==> config.mk <==
export PLATFORM = sky130hd
export DESIGN_NAME = multi_button_debounce
export DESIGN_NICKNAME = d
export VERILOG_FILES = /design/src/rtl/multi_button_debounce_pkg.sv /design/src/rtl/multi_button_debounce_channel.sv /design/src/rtl/multi_button_debounce.sv
export SDC_FILE = /design/constraint.sdc
export NUM_CORES = 1
export LEC_CHECK = 0
export ABC_AREA = 1
export BUFFER_PORTS_ARGS = -buffer_cell sky130_fd_sc_hd__buf_2
export CAP_MARGIN = 25
export CORE_ASPECT_RATIO = 1.75
export CORE_MARGIN = 4
export CORE_UTILIZATION = 35
export DETAILED_ROUTE_END_ITERATION = 7
export RECOVER_POWER = 100
export SLEW_MARGIN = 30
export SYNTH_ARGS = -nofsm -noshare
export SYNTH_HDL_FRONTEND = slang
export SYNTH_SLANG_ARGS = --single-unit
export TNS_END_PERCENT = 50
==> constraint.sdc <==
create_clock -name clk -period 2.4 [get_ports clk]
set_input_delay 0 -clock clk [delete_from_list [all_inputs] [get_ports clk]]
set_output_delay 0 -clock clk [all_outputs]
set_load 0.03 [all_outputs]
==> src/rtl/multi_button_debounce_pkg.sv <==
// Shared types and default Go Board timing for the multi-channel button debouncer.
package multi_button_pkg;

  typedef enum logic [1:0] {
    IDLE   = 2'd0,
    HOLD   = 2'd1,
    REPEAT = 2'd2
  } rpt_state_t;

  // 25 MHz board clock: 10 ms debounce, 500 ms hold, 100 ms repeat period
  localparam int unsigned CLK_HZ              = 25_000_000;
  localparam int unsigned DEF_DEBOUNCE_CYCLES = CLK_HZ / 100;
  localparam int unsigned DEF_HOLD_CYCLES     = CLK_HZ / 2;
  localparam int unsigned DEF_REPEAT_CYCLES   = CLK_HZ / 10;

  function automatic int cntWidth(input int n);
    return (n > 1) ? $clog2(n) : 1;
  endfunction

endpackage

==> src/rtl/multi_button_debounce_channel.sv <==
// One button channel: 2-flop synchroniser, counter debounce, press/release
// strobes, toggle state and the hold-to-auto-repeat FSM.
module debounce_channel
  import multi_button_pkg::*;
#(
  parameter int unsigned DEBOUNCE_CYCLES = DEF_DEBOUNCE_CYCLES,
  parameter int unsigned ACTIVE_HIGH     = 1,
  parameter int unsigned REPEAT_EN       = 1,
  parameter int unsigned HOLD_CYCLES     = DEF_HOLD_CYCLES,
  parameter int unsigned REPEAT_CYCLES   = DEF_REPEAT_CYCLES
) (
  input  logic clk,
  input  logic rst_n,
  input  logic btn_i,
  output logic level_o,
  output logic press_o,
  output logic release_o,
  output logic toggle_o,
  output logic rpt_o
);

  localparam int CNT_W = cntWidth(int'(DEBOUNCE_CYCLES));
  localparam int TMR_W = cntWidth(int'((HOLD_CYCLES > REPEAT_CYCLES) ? HOLD_CYCLES : REPEAT_CYCLES));
  localparam logic [CNT_W-1:0] CNT_LAST  = CNT_W'(DEBOUNCE_CYCLES - 1);
  localparam logic [TMR_W-1:0] HOLD_LAST = TMR_W'(HOLD_CYCLES - 1);
  localparam logic [TMR_W-1:0] RPT_LAST  = TMR_W'(REPEAT_CYCLES - 1);

  logic             pin;
  logic             s1_q, s2_q;
  logic [CNT_W-1:0] cnt_q, cnt_d;
  logic             level_q, level_d;
  logic             press_q, press_d;
  logic             release_q, release_d;
  logic             toggle_q, toggle_d;
  logic             rpt_q, rpt_d;
  rpt_state_t       state_q, state_d;
  logic [TMR_W-1:0] tmr_q, tmr_d;

  // Normalise polarity before the synchroniser so everything downstream means "pressed".
  assign pin = btn_i ^ (ACTIVE_HIGH == 0);

  always_comb begin
    cnt_d     = cnt_q;
    level_d   = level_q;
    press_d   = 1'b0;
    release_d = 1'b0;
    toggle_d  = toggle_q;
    if (s2_q == level_q) begin
      cnt_d = '0;
    end else if (cnt_q == CNT_LAST) begin
      level_d   = s2_q;
      cnt_d     = '0;
      press_d   = s2_q;
      release_d = ~s2_q;
    end else begin
      cnt_d = cnt_q + 1'b1;
    end
    if (press_d) begin
      toggle_d = ~toggle_q;
    end
  end

  // A release always wins over a repeat expiry landing on the same edge.
  always_comb begin
    state_d = state_q;
    tmr_d   = tmr_q;
    rpt_d   = 1'b0;
    if (release_d) begin
      state_d = IDLE;
      tmr_d   = '0;
    end else begin
      case (state_q)
        IDLE: begin
          if (press_d && (REPEAT_EN != 0)) begin
            state_d = HOLD;
            tmr_d   = '0;
          end
        end
        HOLD: begin
          if (tmr_q == HOLD_LAST) begin
            rpt_d   = 1'b1;
            state_d = REPEAT;
            tmr_d   = '0;
          end else begin
            tmr_d = tmr_q + 1'b1;
          end
        end
        REPEAT: begin
          if (tmr_q == RPT_LAST) begin
            rpt_d = 1'b1;
            tmr_d = '0;
          end else begin
            tmr_d = tmr_q + 1'b1;
          end
        end
        default: begin
          state_d = IDLE;
          tmr_d   = '0;
        end
      endcase
    end
  end

  always_ff @(posedge clk) begin
    if (!rst_n) begin
      s1_q      <= 1'b0;
      s2_q      <= 1'b0;
      cnt_q     <= '0;
      level_q   <= 1'b0;
      press_q   <= 1'b0;
      release_q <= 1'b0;
      toggle_q  <= 1'b0;
      rpt_q     <= 1'b0;
      state_q   <= IDLE;
      tmr_q     <= '0;
    end else begin
      s1_q      <= pin;
      s2_q      <= s1_q;
      cnt_q     <= cnt_d;
      level_q   <= level_d;
      press_q   <= press_d;
      release_q <= release_d;
      toggle_q  <= toggle_d;
      rpt_q     <= rpt_d;
      state_q   <= state_d;
      tmr_q     <= tmr_d;
    end
  end

  assign level_o   = level_q;
  assign press_o   = press_q;
  assign release_o = release_q;
  assign toggle_o  = toggle_q;
  assign rpt_o     = rpt_q;

endmodule

==> src/rtl/multi_button_debounce.sv <==
// N-channel button front end for the calculator: one independent
// debounce_channel per pin. Outputs use _o because "release" is reserved.
module multi_button_debounce
  import multi_button_pkg::*;
#(
  parameter int unsigned NUM_CH          = 4,
  parameter int unsigned DEBOUNCE_CYCLES = DEF_DEBOUNCE_CYCLES,
  parameter int unsigned ACTIVE_HIGH     = 1,
  parameter int unsigned REPEAT_EN       = 1,
  parameter int unsigned HOLD_CYCLES     = DEF_HOLD_CYCLES,
  parameter int unsigned REPEAT_CYCLES   = DEF_REPEAT_CYCLES
) (
  input  logic              clk,
  input  logic              rst_n,
  input  logic [NUM_CH-1:0] btn_in_i,
  output logic [NUM_CH-1:0] level_o,
  output logic [NUM_CH-1:0] press_o,
  output logic [NUM_CH-1:0] release_o,
  output logic [NUM_CH-1:0] toggle_o,
  output logic [NUM_CH-1:0] rpt_o
);

  for (genvar ch = 0; ch < NUM_CH; ch++) begin : gChannel
    debounce_channel #(
      .DEBOUNCE_CYCLES(DEBOUNCE_CYCLES),
      .ACTIVE_HIGH    (ACTIVE_HIGH),
      .REPEAT_EN      (REPEAT_EN),
      .HOLD_CYCLES    (HOLD_CYCLES),
      .REPEAT_CYCLES  (REPEAT_CYCLES)
    ) uChannel (
      .clk      (clk),
      .rst_n    (rst_n),
      .btn_i    (btn_in_i[ch]),
      .level_o  (level_o[ch]),
      .press_o  (press_o[ch]),
      .release_o(release_o[ch]),
      .toggle_o (toggle_o[ch]),
      .rpt_o    (rpt_o[ch])
    );
  end

endmodule

Yosys cells after proc, flatten, opt, wreduce, memory -nomap -nowiden
Index checks and enable logic that the tools add are counted.
{ "classes": {"n_addsub": 8, "eq_ne": 32, "muxes": 56, "bitwise": 17, "reduce_logical": 20} }
{ "ops": {"columns": ["cell", "count"], "rows": [
  ["24-bit two-way mux", 12],
  ["24-bit case mux with 3 select lines", 4],
  ["24-bit by 1-bit adder with 24-bit output (second input constant)", 4],
  ["24-bit by 22-bit == test with 1-bit output (second input constant)", 4],
  ["24-bit == test (second input constant)", 4],
  ["18-bit by 1-bit adder with 18-bit output (second input constant)", 4],
  ["18-bit == test (second input constant)", 4],
  ["1-bit two-way mux", 24],
  ["2-bit case mux with 3 select lines", 4],
  ["1-bit NOT", 17],
  ["2-bit two-way mux", 8],
  ["2-bit by 1-bit inequality test with 1-bit output (second input constant)", 8],
  ["3-bit AND reduction", 4],
  ["3-bit OR reduction", 4],
  ["2-bit by 1-bit == test with 1-bit output (second input constant)", 4],
  ["2-bit == test (second input constant)", 4],
  ["2-bit logical NOT", 4],
  ["1-bit case mux with 2 select lines", 4],
  ["2-bit AND reduction", 4],
  ["2-bit OR reduction", 4],
  ["1-bit == test", 4]
]} }
{ "totals": {"ff_bits": 204, "in_bits": 6, "out_inout_bits": 20, "word_cells": 173} }

Logic depth before layout (Yosys ltp)
{ "logic_depth": {"depth_word": 5, "mapped_depth": 13, "mapped_depth_nobuf": 13} }

Modules after synthesis
Synthesis repeated with hierarchy kept, for this count alone.
{ "hier_totals": {"cells_unflattened": 1830, "area_unflattened_um2": 12012.8} }
{ "modules_own_cells": {"columns": ["module", "instances", "cells_per_inst", "area_each_um2", "seq_area_each_um2"], "rows": [
  ["debounce_channel (gChannel[0].uChannel ...)", 3, 456, 3004.1, 1021.0],
  ["debounce_channel (gChannel[3].uChannel)", 1, 462, 3000.4, 1021.0]
]} }

Worst setup path before layout
Ideal clock, no wire load.
{ "synth_path": {"path_kind": "register to register", "from": "register gChannel[0].uChannel.tmr_q[0]", "to": "register gChannel[0].uChannel.tmr_q[17]", "setup_ps": 117, "arrival_ps": 1555, "required_time_ps": 2283, "slack_ps": 728, "path_stages_with_launch": 14, "path_buffers": 1, "period_less_slack_ps": 1672, "cell_sequence": "dfxtp_1 > ha_1 > nand2_1 > nor2_4 > nand2_1 > nor2_2 > nand3_1 > nand2_1 > nand2_1 > nand2_1 > nand2_2 > nand2_4 > buf_6 > nor2_1"} }
{ "synth_between": {"elab_chain_len": 3, "elab_cells_between_ends": 6, "classes_between": "1 x add/sub; 2 x eq/ne; 3 x mux"} }
{ "synth_rtl": {"columns": ["element", "line_no", "rtl"], "rows": [
  ["start: declaration", "multi_button_debounce_channel.sv:37", "logic [TMR_W-1:0] tmr_q, tmr_d;"],
  ["start signal: assignment", "multi_button_debounce_channel.sv:126", "tmr_q <= tmr_d;"],
  ["24-bit by 1-bit adder with 24-bit output, or another cell as far along", "multi_button_debounce_channel.sv:85, multi_button_debounce_channel.sv:93", null],
  ["24-bit two-way mux, on equally long branches", "multi_button_debounce_channel.sv:89, multi_button_debounce_channel.sv:80", null],
  ["24-bit case mux with 3 select lines *", "multi_button_debounce_channel.sv:72", "case (state_q)"]
]} }
Every way passes the cells marked *; elsewhere a longest branch is shown, timed or not.
A chain may end at the register's enable or synchronous reset.

Final worst setup path
{ "layout_path": {"from": "register gChannel[3].uChannel.cnt_q[0]", "to": "register gChannel[3].uChannel.tmr_q[10]"} }
{ "layout_between": {"elab_chain_len": 4, "elab_cells_between_ends": 7, "classes_between": "2 x eq/ne; 4 x mux; 1 x reduce/logical"} }
{ "layout_rtl": {"columns": ["element", "line_no", "rtl"], "rows": [
  ["start: declaration", "multi_button_debounce_channel.sv:30", "logic [CNT_W-1:0] cnt_q, cnt_d;"],
  ["start signal: assignment", "multi_button_debounce_channel.sv:119", "cnt_q <= cnt_d;"],
  ["18-bit == test *", "multi_button_debounce_channel.sv:50", "end else if (cnt_q == CNT_LAST) begin"],
  ["1-bit two-way mux", "multi_button_debounce_channel.sv:50", null],
  ["1-bit two-way mux", "multi_button_debounce_channel.sv:48", "if (s2_q == level_q) begin"],
  ["2-bit by 1-bit inequality test with 1-bit output (no line) / 2-bit OR reduction (equally long branches)", null, null],
  ["end signal: assignment", "multi_button_debounce_channel.sv:126", null],
  ["end: declaration", "multi_button_debounce_channel.sv:37", null]
]} }
Marks and branches as above.

==> qor.yml <==
status: "complete, no violations"
synth_edf_count: 0
dieHeight_um: 251
yosysUniqueCellTypes: 47
yosys_warnings: 0
cts_tree: "built"
nNetsFinal: 1872
ys_async_sr_fraction: 0
synthesis.area_um2: 11800
grt_setup_unrepaired: "false"
seq_area_frac_synth: 0.347
met3_usage: 0.0224
syn_avg_cell_area_um2: 6.46
track_usage: 0.158
crit_fanout: 18
hp-class: "reg2reg"
cts_buffer_depth: 3
setup_viol: 0
most-common-layout-cells: "nand2_1, nor2_1, inv_1"
ios: 26
clock.fmax_mhz: 465
grt-ovfl-total: 0
path_cells: "ha_1, nand2_1, inv_1, nand2_2, nor2_4, nand4_4, nand2_4, buf_4, nand2_1, o21ai_0, nor2_1"
clkSinkCount: 204
powerDensity_nw_per_um2: 613
num_vias: 11200
final_antenna_net_count: 0
synth_seq_cells: 204
routabilityCongestion: 0.960
grt_pass1_vias: 11000
tightest_slew_ps: 934
criticalPathCategory: "reg2reg"
fin_worst_skew_ps: 9.48
drt_iter0_markers: 423
slew_violations: 0
endpoint_kind: "register"
period_needed_ps: 2150
antenna_found_initial: 0
drc: 0
cp_num_buf_inv: 2
port_buffers: 25
clkTransAtPathRegs_ps: 60
finalSetupTns_ps: 0
cp.required_ps: 2790
drv_cap: 0
htreeDepth: 1
crit_family: "simple AND/OR/NAND/NOR gates"
area_growth_pct: 9.96
numCtsBuffers: 23
layout_commonest_cell: "nand2_1"
critical_path_arrival_ps: 2540
power_leakage_uw: 0.00490
gr-usage-met2: 0.309
synth_flop_cell: "dfxtp_1"
synthCells: 1823
worst_skew_pair.late_latency_ps: 520
antennaDiodeCount: 0
initial_core_util: 0.355
startpoint_type: "register"
chipWidth_um: 147
fp.coreArea_um2: 33100
cts-root-buf: "clkbuf_16"
drtPass1Iterations: 5
grt_max_degree: 31
drive_gt1_frac: 0.0566
rows: 88
crit_top_cell: "nand2_1"
synth_nets: 1853
grt-busiest-layer: "met2"
place_hpwl_mm: 22.2
utilization: 0.391
wl_per_cell_um: 12.7
max-slew-margin-rel: 0.377
grt_util_met1: 0.159
slowest_delay_ps: 370
hold_viol: 0
routed_via_density: 4.85
die_area_um2: 36700
postCtsSetupBuffers: 0
max-vdd-ir-drop_uv: 491
cp_slowest_cell: "dfxtp_1"
wl_mm: 29.3
grt_pass1_wl_mm: 49.9
finalCritPeriodShare: 0.897
area by class of cell:
cell class,count,area (um2)
flip-flops and latches,204,4080
inverters,233,875
clock buffers,33,653
multi-input cells,1327,6360
fillers,3595,20200
clock inverters,6,82.6
repair buffers,53,325
well taps,450,563
per-layer routing:
metal	part of all wire	up-vias
li1	-	5804
met1	0.38	5082
met2	0.54	210
met3	0.036	90
met4	0.050	0
met5	0	-
Yosys cell counts (9+ instances only):
| cell type | instances | area, um2 |
|---|---|---|
| nor2_1 | 328 | 1230 |
| buf_6 | 9 | 101 |
| nand3_1 | 186 | 931 |
| nor2_2 | 17 | 106 |
| buf_4 | 26 | 195 |
| a21oi_1 | 85 | 425 |
| xor2_1 | 48 | 420 |
| nor3_1 | 43 | 215 |
| inv_2 | 10 | 37.5 |
| ha_1 | 24 | 300 |
| o21ai_0 | 39 | 195 |
| inv_1 | 223 | 837 |
| nand2_2 | 9 | 56.3 |
| buf_2 | 19 | 95.1 |
| nand2_1 | 433 | 1630 |
| dfxtp_1 | 204 | 4080 |
| nand4_1 | 47 | 294 |
per-stage QoR:
stage	instance area (um2)	std cells	setup slack (ps)	total power [uW]	hold slack [ps]
final	12900	2306	248	7930	419
after global routing	12900	2306	33.9	8330	436
after CTS	13000	2306	73.9	8090	422
after detailed placement	12200	2258	82.7	4490	186
after global placement	12200	2258	133	4470	189
after floorplan	11800	1823	728	4290	97.6
power by group:
group	internal, uW	switching (uW)
sequential	3470	92.4
combinational	297	564
clock	2090	1420
worst min-delay path, stage by stage (launching register included):
cell,delay (ps)
dfxtp_1,310
nand2_1,50
inv_1,40
sequential cells by signal (all words and copies together), names as in the netlist:
signal	flops
gChannel.uChannel.tmr_q	96
gChannel.uChannel.state_q	8
gChannel.uChannel.rpt_o	4
gChannel.uChannel.release_o	4
gChannel.uChannel.s1_q	4
gChannel.uChannel.level_o	4
gChannel.uChannel.toggle_o	4
gChannel.uChannel.s2_q	4
gChannel.uChannel.cnt_q	72
gChannel.uChannel.press_o	4
path summary, 6_finish.rpt:
path | cells after the start | startpoint | slack (ps) | to
max | 11 | gChannel[3].uChannel.cnt_q[0]$_SDFF_PP0_ | 250 | gChannel[3].uChannel.tmr_q[10]$_SDFFE_PP0P_
min | 2 | gChannel[2].uChannel.s1_q$_SDFF_PN0_ | 420 | gChannel[2].uChannel.s2_q$_SDFF_PN0_
max reg2reg | 11 | gChannel[3].uChannel.cnt_q[0]$_SDFF_PP0_ | 250 | gChannel[3].uChannel.tmr_q[10]$_SDFFE_PP0P_
min reg2reg | 2 | gChannel[2].uChannel.s1_q$_SDFF_PN0_ | 420 | gChannel[2].uChannel.s2_q$_SDFF_PN0_
cell families (layout without fill, tap and decap cells):
kind of cell,Yosys count,in the layout,share of synthesized area
xor gates and xnor gates,51,51,0.0379
adders and majority gates,24,24,0.0255
and+or+nand+nor,1107,1107,0.414
AOI/OAI and AO/OA,145,145,0.0659
buffers and inverters,292,325,0.110
DFF,204,204,0.347
repair_timing:
item / in CTS / in global routing
hold buffers: 9 / 0
endpoints found under the hold margin: 29 / 0
endpoints found under the setup margin: 0 / 32
resized for setup: 0 / 2
(Power assumes the default switching activity.)
